<file path="src/rtl/pq_op_pkg.sv">
// Shared types for the priority-queue operation sequencer.
//   op_t     : request opcodes (value 3 is reserved and reported as ILLEGAL)
//   status_t : response status codes
//   state_t  : sequencer FSM state encoding
//   op_status: decides whether an op can execute given the queue's full/empty flags
package pq_op_pkg;

    typedef enum logic [1:0] {
        ENQUEUE = 2'd0,
        DEQUEUE = 2'd1,
        REPLACE = 2'd2,
        OP_RSVD = 2'd3
    } op_t;

    typedef enum logic [1:0] {
        OK         = 2'd0,
        SKIP_FULL  = 2'd1,
        SKIP_EMPTY = 2'd2,
        ILLEGAL    = 2'd3
    } status_t;

    typedef logic [1:0] state_t;

    localparam state_t ST_IDLE   = 2'd0;
    localparam state_t ST_ISSUE  = 2'd1;
    localparam state_t ST_SETTLE = 2'd2;
    localparam state_t ST_RESP   = 2'd3;

    function automatic status_t op_status(input op_t op, input logic full, input logic empty);
        status_t st;
        st = OK;
        case (op)
            ENQUEUE:          st = full  ? SKIP_FULL  : OK;
            DEQUEUE, REPLACE: st = empty ? SKIP_EMPTY : OK;
            default:          st = ILLEGAL;
        endcase
        return st;
    endfunction

endpackage

</file>
<file path="src/rtl/pq_op_sequencer.sv">
// Initiator-side front end for a RegisterTree priority queue.
// Accepts one op at a time on a valid/ready request channel, pulses the queue strobes for a
// single cycle, waits out the queue's settle gap, and returns the popped value (dequeue/replace)
// or the new root (enqueue) with a status on a valid/ready response channel.
//
// Ports:
//   i_CLK, i_RSTn                  clock, asynchronous active-low reset
//   i_req_valid/o_req_ready        request handshake
//   i_req_op, i_req_data           opcode (op_t) and key
//   o_pq_wrt, o_pq_read, o_pq_data queue strobes (registered, single cycle) and write data
//   i_pq_full, i_pq_empty          queue status flags
//   i_pq_data                      queue root
//   o_rsp_valid/i_rsp_ready        response handshake
//   o_rsp_data, o_rsp_status       response value and status (status_t)
//   o_count                        shadow occupancy, saturating at 0..QUEUE_SIZE
module pq_op_sequencer
    import pq_op_pkg::*;
#(
    parameter int unsigned QUEUE_SIZE = 15,
    parameter int unsigned DATA_WIDTH = 16,
    parameter int unsigned ENQ_GAP    = $clog2(QUEUE_SIZE) + 3,
    parameter int unsigned DEQ_GAP    = 3
) (
    input  logic                              i_CLK,
    input  logic                              i_RSTn,
    input  logic                              i_req_valid,
    output logic                              o_req_ready,
    input  logic [1:0]                        i_req_op,
    input  logic [DATA_WIDTH-1:0]             i_req_data,
    output logic                              o_pq_wrt,
    output logic                              o_pq_read,
    output logic [DATA_WIDTH-1:0]             o_pq_data,
    input  logic                              i_pq_full,
    input  logic                              i_pq_empty,
    input  logic [DATA_WIDTH-1:0]             i_pq_data,
    output logic                              o_rsp_valid,
    input  logic                              i_rsp_ready,
    output logic [DATA_WIDTH-1:0]             o_rsp_data,
    output logic [1:0]                        o_rsp_status,
    output logic [$clog2(QUEUE_SIZE+1)-1:0]   o_count
);

    localparam int unsigned CntW   = $clog2(QUEUE_SIZE + 1);
    localparam int unsigned MaxGap = (ENQ_GAP > DEQ_GAP) ? ENQ_GAP : DEQ_GAP;
    localparam int unsigned GapW   = $clog2(MaxGap + 1);

    localparam logic [CntW-1:0] CntMax  = CntW'(QUEUE_SIZE);
    localparam logic [CntW-1:0] CntOne  = CntW'(1);
    localparam logic [GapW-1:0] GapOne  = GapW'(1);
    localparam logic [GapW-1:0] EnqLoad = GapW'(ENQ_GAP - 1);
    localparam logic [GapW-1:0] DeqLoad = GapW'(DEQ_GAP - 1);

    state_t                state_q, state_d;
    op_t                   op_q, op_d;
    status_t               status_q, status_d;
    status_t               acc_status;
    logic [DATA_WIDTH-1:0] data_q, data_d;
    logic [DATA_WIDTH-1:0] rsp_data_q, rsp_data_d;
    logic [CntW-1:0]       count_q, count_d;
    logic [GapW-1:0]       gap_q, gap_d;
    logic                  wrt_q, wrt_d;
    logic                  read_q, read_d;
    logic                  req_ready_q, req_ready_d;

    always_comb begin
        state_d    = state_q;
        op_d       = op_q;
        status_d   = status_q;
        data_d     = data_q;
        rsp_data_d = rsp_data_q;
        count_d    = count_q;
        gap_d      = gap_q;
        wrt_d      = 1'b0;
        read_d     = 1'b0;
        acc_status = OK;

        case (state_q)
            ST_IDLE: begin
                if (i_req_valid && req_ready_q) begin
                    op_d       = op_t'(i_req_op);
                    data_d     = i_req_data;
                    rsp_data_d = '0;
                    // Legality is resolved at acceptance so the strobes can be registered and
                    // land exactly in the ISSUE cycle.
                    acc_status = op_status(op_d, i_pq_full, i_pq_empty);
                    status_d   = acc_status;
                    if (acc_status == OK) begin
                        wrt_d  = (op_d == ENQUEUE) || (op_d == REPLACE);
                        read_d = (op_d == DEQUEUE) || (op_d == REPLACE);
                    end
                    state_d = ST_ISSUE;
                end
            end

            ST_ISSUE: begin
                if (status_q == OK) begin
                    state_d = ST_SETTLE;
                    gap_d   = (op_q == ENQUEUE) ? EnqLoad : DeqLoad;
                    case (op_q)
                        ENQUEUE: begin
                            if (count_q < CntMax) count_d = count_q + CntOne;
                        end
                        DEQUEUE: begin
                            rsp_data_d = i_pq_data;
                            if (count_q != '0) count_d = count_q - CntOne;
                        end
                        REPLACE: begin
                            rsp_data_d = i_pq_data;
                        end
                        default: ;
                    endcase
                end else begin
                    state_d = ST_RESP;
                end
            end

            ST_SETTLE: begin
                if (gap_q == '0) begin
                    state_d = ST_RESP;
                    // After an enqueue the response carries the settled root.
                    if (op_q == ENQUEUE) rsp_data_d = i_pq_data;
                end else begin
                    gap_d = gap_q - GapOne;
                end
            end

            ST_RESP: begin
                if (i_rsp_ready) state_d = ST_IDLE;
            end

            default: state_d = ST_IDLE;
        endcase

        // Registered so that ready reads 0 while reset is held.
        req_ready_d = (state_d == ST_IDLE);
    end

    always_ff @(posedge i_CLK or negedge i_RSTn) begin
        if (!i_RSTn) begin
            state_q     <= ST_IDLE;
            op_q        <= ENQUEUE;
            status_q    <= OK;
            data_q      <= '0;
            rsp_data_q  <= '0;
            count_q     <= '0;
            gap_q       <= '0;
            wrt_q       <= 1'b0;
            read_q      <= 1'b0;
            req_ready_q <= 1'b0;
        end else begin
            state_q     <= state_d;
            op_q        <= op_d;
            status_q    <= status_d;
            data_q      <= data_d;
            rsp_data_q  <= rsp_data_d;
            count_q     <= count_d;
            gap_q       <= gap_d;
            wrt_q       <= wrt_d;
            read_q      <= read_d;
            req_ready_q <= req_ready_d;
        end
    end

    assign o_req_ready  = req_ready_q;
    assign o_pq_wrt     = wrt_q;
    assign o_pq_read    = read_q;
    assign o_pq_data    = data_q;
    assign o_rsp_valid  = (state_q == ST_RESP);
    assign o_rsp_data   = rsp_data_q;
    assign o_rsp_status = status_q;
    assign o_count      = count_q;

endmodule

</file>
<file path="config.mk">
export PLATFORM = sky130hd
export DESIGN_NAME = pq_op_sequencer
export DESIGN_NICKNAME = d
export VERILOG_FILES = /design/src/rtl/pq_op_pkg.sv /design/src/rtl/pq_op_sequencer.sv
export SDC_FILE = /design/constraint.sdc
export NUM_CORES = 1
export LEC_CHECK = 0
export ABC_AREA = 1
export CAP_MARGIN = 10
export CELL_PAD_IN_SITES_DETAIL_PLACEMENT = 0
export CELL_PAD_IN_SITES_GLOBAL_PLACEMENT = 2
export CORE_MARGIN = 1.5
export CORE_UTILIZATION = 32
export CTS_CLUSTER_DIAMETER = 120
export DETAILED_ROUTE_END_ITERATION = 8
export DONT_BUFFER_PORTS = 1
export GPL_TIMING_DRIVEN = 0
export PLACE_DENSITY_LB_ADDON = 0.1
export SETUP_SLACK_MARGIN = 0.3
export SLEW_MARGIN = 20
export SYNTH_ARGS = -nofsm -noshare
export SYNTH_HDL_FRONTEND = slang
export SYNTH_SLANG_ARGS = --single-unit
</file>
<file path="constraint.sdc">
create_clock -name i_CLK -period 1.41 [get_ports i_CLK]
set_input_delay 0.282 -clock i_CLK [delete_from_list [all_inputs] [get_ports i_CLK]]
set_output_delay 0.282 -clock i_CLK [all_outputs]
set_load 0.02 [all_outputs]
</file>
==> impl_summary.txt <==
----------------------------------------------------
[Run status]
  Run status ... complete, but fails checks
  Failing checks ... hold timing, setup timing

[Floorplanning]
  Die Span Y ... around 91 µm
  Count of pins on the block boundary ... between 80 and 90
  Count of standard-cell rows ... 31
  Initial standard-cell utilization of the core ... 0.334
  Overall die width ... about 90 µm
  Floorplan Core Area ... between 7000 and 8000 µm²
  Die Footprint ... about 8000 µm²

[Detailed routing]
  Starting DRT DRC Count ... 40
  Detailed Routing Iterations Pass 1 ... 4
  Avg Vias per Cell ... 4.62
  Routed WL ... ~6000 µm
  Post-DRT Antenna Nets ... 0
  Routed length per instance ... approximately 14 µm
  Total vias in the final route ... 1960
  Post-route DRC ... 0

[Clock network]
  Clock input transition at the sequential cells of the worst setup and hold paths ... ~0.10 ns
  Number of CTS-inserted buffers ... 5
  Worst skew pair latency ... slightly above 0.3 ns
  TritonCTS clock tree ... yes
  Max Root-Sink Buffers ... 2
  Root Buffer Master ... sky130_fd_sc_hd__clkbuf_8
  Count of H-tree levels built during CTS ... 2
  Sinks on Clock Net ... 48

[Logic synthesis]
  Area contributors post-synth ... sky130_fd_sc_hd__dfrtp_1 (49%), sky130_fd_sc_hd__nand2_1 (15%), sky130_fd_sc_hd__ha_1 (7.1%)
  Post-synthesis share of cell area spent on full adders, half adders and majority gates ... 0.0792
  Post-Syn Nets ... 340
  Dominant combinational cell family by area after synthesis ... simple AND/OR/NAND/NOR gates
  Synthesis warning total ... 0
  Gate count after technology mapping ... 285
  Sequential cell area fraction in the yosys report ... 0.487
  Number of flops mapped to enable cells by yosys ... 0
  Area share of xor/xnor cells in the synthesized design ... 0.00355
  Post-synthesis simple-gate area fraction ... 0.279
  Share of synthesized registers carrying an async set or reset ... 1.00
  Flip-flop and latch count after synthesis ... 48
  Post-synthesis mux area share ... 0
  Area fraction in compound gates after synthesis ... 0.0898
  Library cells used by synthesis ... 22
  Synthesized area per cell ... 8.65 µm²
  Synth Cell Area ... 2460 µm²
  Top FF cell, synth ... sky130_fd_sc_hd__dfrtp_1
  Cell accounting for the most synthesized area ... sky130_fd_sc_hd__dfrtp_1
  Share of the synthesized area in the top cell type ... 0.487

[Finish]
  Post-route non-filler standard cell count ... around 420
  Post-route core utilization ... 0.513
  Filler instances ... 698
  Antenna diodes ... 0
  Final std cell area, no fill ... around 3800 µm²
  Synthesis-to-finish area growth ... 53.5%
  Commonest non-fill, non-tap cell in the layout ... sky130_fd_sc_hd__nand2_1
  Share of final-layout standard cells stronger than drive strength 1 ... 0.631
  Count of nets after finishing ... between 300 and 400
  Top library cells by usage in the layout, fill and taps aside ... sky130_fd_sc_hd__nand2_1 (61), sky130_fd_sc_hd__dfrtp_2 (33), sky130_fd_sc_hd__nand2_2 (25), sky130_fd_sc_hd__nand2_4 (24), sky130_fd_sc_hd__buf_6 (19)

[Hold path]
  Hold WC Path Type ... input port to asynchronous set/reset pin

[Timing]
  Tightest Pin Transition ... 0.321 ns
  Hold violation total from the final report ... 48
  Time the worst path needs with I/O delays and setup ... between 1 and 1.5 ns
  Final critical-path setup slack ... -0.0892 ns
  Final Slew Violations ... 0
  Max_slew headroom ... 0.784
  Setup repair after global routing missed its margin ... true
  Total Negative Setup Slacks ... -1.22 ns
  Final setup fails ... 20
  Worst hold margin ... -0.340 ns
  Layout Skew ... between 0.01 and 0.015 ns
  Achievable Freq ... approximately 0.67 GHz
  Final period util ... 1.06

[Place]
  Final weighted congestion of routability-driven global placement ... approximately 0.73
  Placed Instances ... roughly 380
  Total placed instance area ... roughly 2700 µm²
  Count of buffers from port buffering ... 0
  Pre-CTS worst setup slack ... -0.0839 ns
  Post-detailed-placement half-perimeter wirelength ... 3890 µm

[Power and ir drop]
  Portion of total power attributed to sequential cells ... 0.310
  Cell area power density ... approximately 2800 nW/µm²
  Worst vdd ir ... about 1300 µV
  Net load switching power ... ~4.8 mW
  Fraction of power spent switching nets ... 0.452
  Total internal power ... a little under 6 mW
  Share of total power in the clock network ... 0.116
  Leakage ... 1.69 nW
  Tot Pwr ... between 10 and 15 mW
  Combinational power share ... 0.573

[Worst setup path]
  Last element of the critical path ... o_count[2]
  Type of the worst setup path ... register to register
  Depth of the worst register-to-register path ... 7
  Nature of the critical path endpoint ... register
  R2r endpoint ... o_count[2]
  Worst path required time ... roughly 1.6 ns
  Reg-to-Reg Start ... op_q[1]
  Worst Setup SP ... op_q[1]
  Data arrival time at the worst-slack endpoint ... between 1.5 and 2 ns
  Worst reg2reg setup slack ... -0.09 ns
  Maximum fanout along the worst path ... 5
  Nature of the critical path startpoint ... register

[Global route]
  Largest net degree at the start of global routing ... between 40 and 50
  First-pass GRT wire length ... approximately 10000 µm
  Initial antenna violation count ... 0
  Tot GR Track Use ... 0.159
  Vias in the first global route ... about 2100
  Total overflow reported by the global router ... 0

[Run]
  Max-cap violations ... 0

----------------------------------------------------
[cells by family (layout without fill, tap and decap cells)]
| logic type | count (synthesis) | in the layout |
|---|---|---|
| DFF | 48 | 48 |
| buffers and inverters | 32 | 72 |
| adders and majority gates | 15 | 15 |
| AOI/OAI and AO/OA | 31 | 31 |
| xor gates and xnor gates | 1 | 1 |
| and+or+nand+nor | 158 | 158 |
[layer usage]
layer / up-vias / GRT usage / wire, µm
met5: - / 0 / 0
met4: 0 / 0.0437 / 71
met3: 6 / 0.0539 / 444
met2: 48 / 0.256 / 2960
met1: 928 / 0.203 / 2630
li1: 978 / - / -
[power by group through the flow]
stage,Combinational (mW),Sequential [mW],Clock [mW]
after floorplan,2.94,2.98,0
after global placement,3.50,3.13,0
after detailed placement,3.55,3.12,0
after CTS,5.28,3.17,1.28
after global routing,6.72,3.39,1.33
final,6.09,3.29,1.23
[repair_timing]
action / CTS / global route
hold endpoints to repair: 48 / 48
pin swaps: 19 / 30
setup endpoints to repair: 54 / 61
buffers inserted: 16 / 11
cloned: 5 / 0
resized for setup: 94 / 83
[critical path: stages, from the launching register on]
cell and delay (ns):
sky130_fd_sc_hd__dfrtp_1 0.40, sky130_fd_sc_hd__inv_2 0.10, sky130_fd_sc_hd__ha_4 0.21, sky130_fd_sc_hd__inv_4 0.05, sky130_fd_sc_hd__fa_1 0.37, sky130_fd_sc_hd__xnor2_1 0.13, sky130_fd_sc_hd__nand3_1 0.08, sky130_fd_sc_hd__nand2_1 0.06
[cells in the mapped netlist (2+ instances only)]
library cell and n:
sky130_fd_sc_hd__o21ai_0 11, sky130_fd_sc_hd__nor2_2 2, sky130_fd_sc_hd__nor2_1 14, sky130_fd_sc_hd__a21oi_1 3
sky130_fd_sc_hd__dfrtp_1 48, sky130_fd_sc_hd__nand2_1 97, sky130_fd_sc_hd__o21ai_2 16, sky130_fd_sc_hd__nand2_2 14
sky130_fd_sc_hd__buf_6 3, sky130_fd_sc_hd__inv_1 20, sky130_fd_sc_hd__nand3_1 27, sky130_fd_sc_hd__ha_1 14
sky130_fd_sc_hd__buf_2 7
[sequential cells by signal, summed over array words and instances (netlist names)]
name and count:
o_pq_data 16, o_rsp_data 16, o_count 4, gap_q 3
o_rsp_status 2, op_q 2, state_q 2, o_pq_read 1
o_pq_wrt 1, o_req_ready 1
[cell type report]
| class | instances | area (µm²) | area share |
|---|---|---|---|
| Tap cell | 99 | 124 | 0.0327 |
| Timing Repair Buffer | 32 | 377 | 0.0995 |
| Sequential cell | 48 | 1240 | 0.328 |
| Buffer | 11 | 150 | 0.0397 |
| Clock buffer | 5 | 68.8 | 0.0182 |
| Inverter | 21 | 93.8 | 0.0248 |
| Clock inverter | 3 | 68.8 | 0.0182 |
| Multi-Input combinational cell | 205 | 1660 | 0.438 |
[worst min path at each step]
stage	from	end	cells after the start
floorplan	i_RSTn	gap_q[0]	0
global placement	i_RSTn	o_count[3]	0
detailed placement	i_RSTn	o_count[3]	0
CTS	i_RSTn	o_pq_data[11]	0
global route	i_RSTn	o_rsp_data[6]	0
finish	i_RSTn	o_pq_data[15]	0
Note: power is estimated with default switching activity, not from simulation.
